<file path="config.mk">
export PLATFORM = sky130hd
export DESIGN_NAME = shift_add_mul_ctrl
export DESIGN_NICKNAME = d
export VERILOG_FILES = /design/src/rtl/mul_pkg.sv /design/src/rtl/rca_addsub.sv /design/src/rtl/shift_add_mul_ctrl.sv
export SDC_FILE = /design/constraint.sdc
export NUM_CORES = 1
export LEC_CHECK = 0
export ABC_AREA = 0
export BUFFER_PORTS_ARGS = -buffer_cell sky130_fd_sc_hd__buf_4
export CORE_MARGIN = 4
export CORE_UTILIZATION = 56
export DETAILED_ROUTE_END_ITERATION = 8
export GPL_TIMING_DRIVEN = 0
export PLACE_DENSITY_LB_ADDON = 0.12
export SLEW_MARGIN = 25
export SYNTH_ARGS = -nofsm -noshare
export SYNTH_HDL_FRONTEND = slang
export SYNTH_SLANG_ARGS = --single-unit
</file>
<file path="constraint.sdc">
create_clock -name clk -period 18.2 [get_ports clk]
set_input_delay 0 -clock clk [delete_from_list [all_inputs] [get_ports clk]]
set_output_delay 0 -clock clk [all_outputs]
set_load 0.01 [all_outputs]
</file>
<file path="src/rtl/mul_pkg.sv">
// Shared types and sizing constants for the shift-add multiplier sequencer.
package mul_pkg;

  localparam int DEFAULT_WIDTH = 32;
  localparam int DEFAULT_CNT_W = $clog2(DEFAULT_WIDTH);

  typedef enum logic [1:0] {
    IDLE = 2'd0,
    RUN  = 2'd1,
    DONE = 2'd2
  } state_e;

  function automatic int cnt_width(input int w);
    return (w < 2) ? 1 : $clog2(w);
  endfunction

endpackage

</file>
<file path="src/rtl/rca_addsub.sv">
// WIDTH-bit combinational ripple-carry adder; subtraction is done by the
// caller inverting b and setting Cin.
module rca_addsub
  import mul_pkg::*;
#(
  parameter int WIDTH = DEFAULT_WIDTH
) (
  input  logic [WIDTH-1:0] a,
  input  logic [WIDTH-1:0] b,
  input  logic             Cin,
  output logic [WIDTH-1:0] S,
  output logic             Cout,
  output logic             Overflow
);

  logic [WIDTH:0] c;

  assign c[0] = Cin;

  for (genvar i = 0; i < WIDTH; i++) begin : g_bit
    assign S[i]   = a[i] ^ b[i] ^ c[i];
    assign c[i+1] = (a[i] & b[i]) | (c[i] & (a[i] ^ b[i]));
  end

  assign Cout     = c[WIDTH];
  assign Overflow = c[WIDTH] ^ c[WIDTH-1];

endmodule

</file>
<file path="src/rtl/shift_add_mul_ctrl.sv">
// Multi-cycle shift-add multiplier: one ripple-carry add per clock, WIDTH iterations.
// Define SIGNED_MUL_EN for two's-complement operands via radix-2 Booth recoding.
module shift_add_mul_ctrl
  import mul_pkg::*;
#(
  parameter int WIDTH = DEFAULT_WIDTH
) (
  input  logic                 clk,
  input  logic                 rst,
  input  logic                 start,
  input  logic [WIDTH-1:0]     A,
  input  logic [WIDTH-1:0]     B,
  output logic                 busy,
  output logic                 done,
  output logic [2*WIDTH-1:0]   P
);

  localparam int                 CNT_W    = cnt_width(WIDTH);
  localparam logic [CNT_W-1:0]   CNT_LAST = CNT_W'(WIDTH - 1);

  state_e               state_q, state_d;
  logic [WIDTH-1:0]     m_q, m_d;
  logic [WIDTH-1:0]     q_q, q_d;
  logic [WIDTH-1:0]     acc_q, acc_d;
  logic [CNT_W-1:0]     cnt_q, cnt_d;
  logic [2*WIDTH-1:0]   p_q, p_d;

  logic [WIDTH-1:0]     add_b;
  logic [WIDTH-1:0]     add_s;
  logic                 add_cin;
  logic                 add_cout;
  logic                 add_ovf;
  logic                 shift_msb;

`ifdef SIGNED_MUL_EN
  logic q1_q, q1_d;
  logic cout_unused;

  assign cout_unused = add_cout;

  // Booth pair {Q[0], q1}: 01 adds M, 10 subtracts M, 00/11 pass acc through.
  always_comb begin
    add_b   = '0;
    add_cin = 1'b0;
    case ({q_q[0], q1_q})
      2'b01: add_b = m_q;
      2'b10: begin
        add_b   = ~m_q;
        add_cin = 1'b1;
      end
      default: begin
        add_b   = '0;
        add_cin = 1'b0;
      end
    endcase
  end

  // Sum MSB corrected by overflow is the true sign, so MIN_INT stays exact.
  assign shift_msb = add_s[WIDTH-1] ^ add_ovf;
`else
  logic ovf_unused;

  assign ovf_unused = add_ovf;
  assign add_b      = q_q[0] ? m_q : '0;
  assign add_cin    = 1'b0;
  assign shift_msb  = add_cout;
`endif

  rca_addsub #(
    .WIDTH(WIDTH)
  ) u_rca (
    .a       (acc_q),
    .b       (add_b),
    .Cin     (add_cin),
    .S       (add_s),
    .Cout    (add_cout),
    .Overflow(add_ovf)
  );

  always_comb begin
    state_d = state_q;
    m_d     = m_q;
    q_d     = q_q;
    acc_d   = acc_q;
    cnt_d   = cnt_q;
    p_d     = p_q;
`ifdef SIGNED_MUL_EN
    q1_d    = q1_q;
`endif
    case (state_q)
      IDLE: begin
        if (start) begin
          m_d     = A;
          q_d     = B;
          acc_d   = '0;
          cnt_d   = '0;
`ifdef SIGNED_MUL_EN
          q1_d    = 1'b0;
`endif
          state_d = RUN;
        end
      end
      RUN: begin
        acc_d = {shift_msb, add_s[WIDTH-1:1]};
        q_d   = {add_s[0], q_q[WIDTH-1:1]};
        cnt_d = cnt_q + CNT_W'(1);
`ifdef SIGNED_MUL_EN
        q1_d  = q_q[0];
`endif
        // Final iteration: capture the shifted {acc,Q} directly into P.
        if (cnt_q == CNT_LAST) begin
          p_d     = {shift_msb, add_s, q_q[WIDTH-1:1]};
          state_d = DONE;
        end
      end
      DONE: state_d = IDLE;
      default: state_d = IDLE;
    endcase
  end

  always_ff @(posedge clk or posedge rst) begin
    if (rst) begin
      state_q <= IDLE;
      m_q     <= '0;
      q_q     <= '0;
      acc_q   <= '0;
      cnt_q   <= '0;
      p_q     <= '0;
`ifdef SIGNED_MUL_EN
      q1_q    <= 1'b0;
`endif
    end else begin
      state_q <= state_d;
      m_q     <= m_d;
      q_q     <= q_d;
      acc_q   <= acc_d;
      cnt_q   <= cnt_d;
      p_q     <= p_d;
`ifdef SIGNED_MUL_EN
      q1_q    <= q1_d;
`endif
    end
  end

  assign busy = (state_q != IDLE);
  assign done = (state_q == DONE);
  assign P    = p_q;

endmodule

</file>
=== Word-level counts from Yosys, hierarchy flattened ===
Cells that the tools add are included.

* Bitwise gates (word level): 157
* Reductions and logical operators: 7
* Mux-type cells: 10
* $add $sub $neg: 1
* Eq/ne operators: 5

{| class="wikitable"
|+ Operator list
! cell !! count
|-
| 32-bit one-hot mux with 2 select lines || 2
|-
| 32-bit two-way mux || 3
|-
| 1-bit AND || 63
|-
| 1-bit bitwise XOR || 63
|-
| 1-bit OR || 31
|-
| 5-bit one-hot mux with 2 select lines || 1
|-
| 2-bit AND reduction || 4
|-
| 5-bit by 1-bit adder with 5-bit output (second input constant) || 1
|-
| 5-bit equality test (second input constant) || 1
|-
| 5-bit two-way mux || 1
|-
| 2-bit two-way mux || 2
|-
| 2-bit inequality test (second input constant) || 2
|-
| 2-bit one-hot mux with 2 select lines || 1
|-
| 2-bit nonzero test || 2
|-
| 2-bit by 1-bit equality test with 1-bit output (second input constant) || 1
|-
| 2-bit equality test (second input constant) || 1
|-
| 2-bit logical NOT || 1
|}

* Register bits after elaboration: 167
* Input port bits: 67
* Output and inout port bits: 66
* Word-level logic and storage cells: 186

=== Logic depth before layout (Yosys ltp) ===
* Depth in word-level cells: 65
* Mapped depth: 36
* Gate-level depth less buffers: 35

=== Cells and area by module ===
From an unflattened synthesis, not the netlist that was laid out.

* Cells, all modules: 667
* Area, all modules: 7619.8 um^2

{| class="wikitable"
|+ Modules (own cells, without submodules)
! module !! times used !! sequential area each (um^2) !! cells an instance !! area each (um^2)
|-
| shift_add_mul_ctrl || 1 || 4179.0 || 624 || 6932.9
|-
| rca_addsub || 1 || 0.0 || 43 || 686.9
|}

=== Worst setup path before layout ===
OpenSTA, ideal clock, no wires.

* Kind: register to register
* Start point: register q_q[0]
* End point: register p_q[62] (netlist: P[62])
* Data arrival time: 13.780 ns
* Library setup time: 0.126 ns
* Period minus slack after synthesis: 13.906 ns
* Stages on the path, launching flop included: 36
* Setup slack: 4.294 ns
* Data required time: 18.074 ns
* Path buffers: 2
* Cells stage by stage: dfrtp_1 clkbuf_1 clkbuf_1 nand2_1 fa_1 fa_1 fa_1 fa_1 fa_1 fa_1 fa_1 fa_1 fa_1 fa_1 fa_1 fa_1 fa_1 fa_1 fa_1 fa_1 fa_1 fa_1 fa_1 fa_1 fa_1 fa_1 fa_1 fa_1 fa_1 fa_1 fa_1 fa_1 fa_1 fa_1 fa_1 o21ai_0

* Longest elaborated chain between the ends: 63
* Elaborated cells between the ends (all ways): 124
* Classes of those cells: mux: 1; bitwise: 123

{| class="wikitable"
|+ Ends and longest elaborated chain
! what !! RTL line !! RTL
|-
| start: declaration || shift_add_mul_ctrl.sv:23 || <nowiki>logic [WIDTH-1:0] q_q, q_d;</nowiki>
|-
| start signal: assignment || shift_add_mul_ctrl.sv:135 || <nowiki>q_q <= q_d;</nowiki>
|-
| 32-bit two-way mux (*) || shift_add_mul_ctrl.sv:64 || <nowiki>assign add_b = q_q[0] ? m_q : '0;</nowiki>
|-
| 1-bit AND / 1-bit bitwise XOR (equally long branches) || rca_addsub.sv:22 || <nowiki>assign c[i+1] = (a[i] & b[i]) | (c[i] & (a[i] ^ b[i]));</nowiki>
|-
| 1-bit AND || rca_addsub.sv:22 ||
|-
| 1-bit OR || rca_addsub.sv:22 ||
|-
| 1-bit AND || rca_addsub.sv:22 ||
|-
| 1-bit OR || rca_addsub.sv:22 ||
|-
| 1-bit AND || rca_addsub.sv:22 ||
|-
| 1-bit OR || rca_addsub.sv:22 ||
|-
| [47 not listed] || -- ||
|-
| 1-bit OR || rca_addsub.sv:22 ||
|-
| 1-bit AND || rca_addsub.sv:22 ||
|-
| 1-bit OR || rca_addsub.sv:22 ||
|-
| 1-bit AND || rca_addsub.sv:22 ||
|-
| 1-bit OR || rca_addsub.sv:22 ||
|-
| 1-bit AND || rca_addsub.sv:22 ||
|-
| 1-bit OR || rca_addsub.sv:22 ||
|-
| 1-bit bitwise XOR (*) || rca_addsub.sv:21 || <nowiki>assign S[i] = a[i] ^ b[i] ^ c[i];</nowiki>
|-
| end signal: assignment || shift_add_mul_ctrl.sv:138 || <nowiki>p_q <= p_d;</nowiki>
|-
| end: declaration || shift_add_mul_ctrl.sv:26 || <nowiki>logic [2*WIDTH-1:0] p_q, p_d;</nowiki>
|}

Every way passes the cells marked *; elsewhere a longest branch is shown, timed or not.
A chain may end at the register's enable or synchronous reset.

=== Final worst setup path ===
Ends and elaborated chain as after synthesis.

==> implementation parameters <==
Parameter                              Value

Global route
  Vias in the first global route    5930
  Sum of overflow across all layers after global routing    0
  Global routing usage summed across all routing layers    0.2564
  Global-route wire length before repair    29280 um
  Antenna violations before repair    0
  Pin count of the biggest net entering global routing    88

Timing
  Setup repair after global routing missed its margin    no
  Slew at the pin with the worst max-slew slack    0.6882 ns
  Setup-failing EPs final    0
  Max_slew headroom    0.5412
  Final Hold Violating Endpoints    0
  Final-layout setup total negative slack    0 ns
  Maximum clock rate    67.01 MHz
  Largest clock skew in the final design    0.005933 ns
  Tmin final    14.92 ns
  Final worst path period share    0.8199
  Count of final max-slew check failures    0
  Final Hold Slack    0.2365 ns

Setup path
  Critical path endpoint category    register
  Arrival time at the worst endpoint    15.22 ns
  Worst Reg2Reg Path Length in Cells    35
  Largest incremental delay on the critical path    0.57 ns
  Internal reg-to-reg setup slack    3.28 ns
  Most prevalent standard cell on the critical path    fa_1
  Startpoint type of the worst setup path    register
  Critical register-to-register path endpoint    P[62]
  Startpoint of the worst-slack reg-to-reg timing path    q_q[0]
  Critical path start-end classification    reg2reg
  Max Fanout on Critical Path    10
  Critical path's slowest cell    clkbuf_1
  Required time reported for the critical path endpoint    18.50 ns

CTS
  Clock tree from TritonCTS    done
  Worst-skew pair later-pin latency    0.42 ns
  H-tree Lvls    4
  Cell at the root of the clock tree    clkbuf_16
  Resized Gates After CTS    0
  TritonCTS buffer count    17
  Buffer levels on the longest clock path    2
  Num Clock Sinks    167
  Count of hold-fix buffers inserted at cts    65
  Post-CTS setup repair buffer count    0
  CTS clock-pin slew for the worst setup and hold paths    0.06 ns

Place
  Number of port buffers    132
  Global placer's final weighted congestion    0.8227
  Area after DPL    0.008523 mm^2
  HPWL reported at the end of detailed placement    11730 um

Worst hold path
  Hold WC Path Type    in2async

Floorplanning
  Die Span Y    122.0 um
  Area of the core    0.01267 mm^2
  Row count    41
  Total I/O pin count    133
  Horiz. Die Dim    122.0 um
  Initial core utilization    0.5747
  Die area    0.01489 mm^2

Route
  Final routed wire length divided by cell count    16.22 um
  TritonRoute pass-1 iters    5
  WL final    17680 um
  Final ANT Viol Nets    0
  Vias per cell    5.283
  DR vias    5759
  Post-detailed-route DRC marker count    0
  Initial drt markers    435

Pwr
  Overall power consumption    1.697 mW
  Reported leakage power    4.637 nW
  Pwr/cell area    174.9 mW/mm^2
  Worst supply voltage drop on vdd    99.40 uV

Run
  Max-cap violations    0

Yosys
  Adder and majority gate portion of the synthesized area    0.09038
  Share of synthesized registers carrying an async set or reset    1.000
  Sequential share of the synthesized area    0.5739
  Synthesized area per cell    10.55 um^2
  Synth Instances    690
  Netlist Area Pre-Place    0.007282 mm^2
  Number of enable flip-flop cells after synthesis    0
  Most used flip-flop cell after synthesis    dfrtp_1
  Mux contribution to synthesized area    0.05086
  Simple-gate portion of the synthesized area    0.1572
  Syn. warnings    0
  Number of synthesized register bits    167
  Main combinational cell family by area after synthesis    simple AND/OR/NAND/NOR gates
  Xor-xnor portion of the synthesized cell area    0
  Total nets after synthesis    791
  Fraction of the mapped netlist area in compound gates    0.07526
  Unique cell type count in the Yosys netlist    27

Cells and area
  Final std cell area, no fill    0.009702 mm^2
  Number of fillers in the final layout    871
  Layout cell share with drive strength beyond 1    0.2465
  End-of-flow core utilization    0.7657
  Fin nets    1008
  Relative area change from synthesis to final layout    33.23%

Run status
  Outcome    completed
-- critical path: cells and delay by family, from the launching register on --
kind	cells	cell delay [ns]
adder cells (fa/ha/maj)	31	13.41
AND/OR/NAND/NOR	1	0.16
flip-flops	1	0.32
buffers and inverters	2	0.80
AO/OA/AOI/OAI	1	0.09
-- flip-flops by register name, indices dropped and copies added (netlist names) --
| name | cells |
|---|---|
| P | 64 |
| cnt_q | 5 |
| m_q | 32 |
| q_q | 32 |
| state_q | 2 |
| acc_q | 32 |
-- power by group --
part           internal (mW)  switching, mW
clock network          0.189          0.134
logic                  0.329          0.376
registers              0.558          0.110
total                   1.08          0.620
-- final cells by class --
class / count / area (um^2) / area share
inverter: 34 / 135.1 / 0.01393
tap: 172 / 215.2 / 0.02218
antenna: 1 / 2.502 / 0.0002579
sequential: 167 / 4179 / 0.4307
multi-input combinational: 442 / 2721 / 0.2805
buffer: 47 / 254.0 / 0.02618
timing repair buffer: 198 / 1669 / 0.1720
clock buffer: 25 / 505.5 / 0.05210
clock inverter: 4 / 20.02 / 0.002063
-- cell usage in the layout, fill, tap and decap left out --
| master | synthesis | routed |
|---|---|---|
| o21a_1 | 1 | 1 |
| mux2_2 | 32 | 32 |
| nand2_1 | 165 | 165 |
| nand3b_1 | 1 | 1 |
| inv_8 | 0 | 1 |
| nor2_1 | 32 | 32 |
| clkbuf_1 | 13 | 16 |
| nand3_1 | 35 | 35 |
| or2_2 | 1 | 1 |
| buf_4 | 0 | 132 |
| o22ai_1 | 32 | 32 |
| ha_1 | 3 | 3 |
| clkbuf_8 | 0 | 5 |
| nor2b_1 | 2 | 2 |
| nor3b_1 | 1 | 1 |
| buf_16 | 0 | 1 |
| a21oi_1 | 2 | 2 |
| mux2i_1 | 1 | 1 |
| inv_1 | 34 | 33 |
| buf_1 | 2 | 2 |
| diode_2 | 0 | 1 |
| dlygate4sd3_1 | 0 | 65 |
| nand4_1 | 1 | 1 |
| buf_2 | 26 | 26 |
| nor3_1 | 32 | 32 |
| buf_6 | 6 | 6 |
| or3b_4 | 1 | 1 |
| o21ai_0 | 66 | 66 |
| dfrtp_1 | 167 | 167 |
| nand2b_1 | 1 | 1 |
| fa_1 | 31 | 31 |
| clkbuf_16 | 0 | 17 |
| and2_1 | 1 | 1 |
| and3_1 | 1 | 1 |
| clkinv_2 | 0 | 4 |
-- logic make-up (layout without fill, tap and decap cells) --
logic type,after synthesis,after routing
AND/OR/NAND/NOR,274,274
flip-flops,167,167
AO/OA/AOI/OAI,101,101
buffers and inverters,81,308
adder cells (fa/ha/maj),34,34
multiplexers,33,33
other,0,1
-- metal layers --
layer  routed length (um)  vias to the layer above  GRT usage
met3                  874                       44    0.05014
met1                 7391                     2825     0.3394
met2                 8843                      168     0.4192
met4                  569                        0     0.1064
li1                     -                     2722          -
met5                    0                        -          0
-- worst max-delay path by stage --
stage                     startpoint   endpoint
after CTS                     q_q[0]      P[62]
final                         q_q[0]      P[62]
after floorplan               q_q[0]      P[62]
after global placement        q_q[0]  acc_q[30]
after global routing          q_q[0]      P[62]
after detailed placement      q_q[0]  acc_q[30]
-- cells in the mapped netlist, types with 6 or more instances --
| cell | count | area [um^2] |
|---|---|---|
| mux2_2 | 32 | 360.4 |
| nand2_1 | 165 | 619.3 |
| o21ai_0 | 66 | 330.3 |
| nand3_1 | 35 | 175.2 |
| fa_1 | 31 | 620.6 |
| nor2_1 | 32 | 120.1 |
| clkbuf_1 | 13 | 48.80 |
| nor3_1 | 32 | 160.2 |
| dfrtp_1 | 167 | 4179 |
| buf_2 | 26 | 130.1 |
| buf_6 | 6 | 67.56 |
| inv_1 | 34 | 127.6 |
| o22ai_1 | 32 | 200.2 |
-- through the flow --
| stage | std cells | worst slack [ns] |
|---|---|---|
| after floorplan | 690 | 4.294 |
| after global placement | 994 | 3.411 |
| after detailed placement | 995 | 3.274 |
| after CTS | 1089 | 3.187 |
| after global routing | 1089 | 2.695 |
| final | 1090 | 3.278 |
No activity file was read; power rests on OpenSTA's default activity.
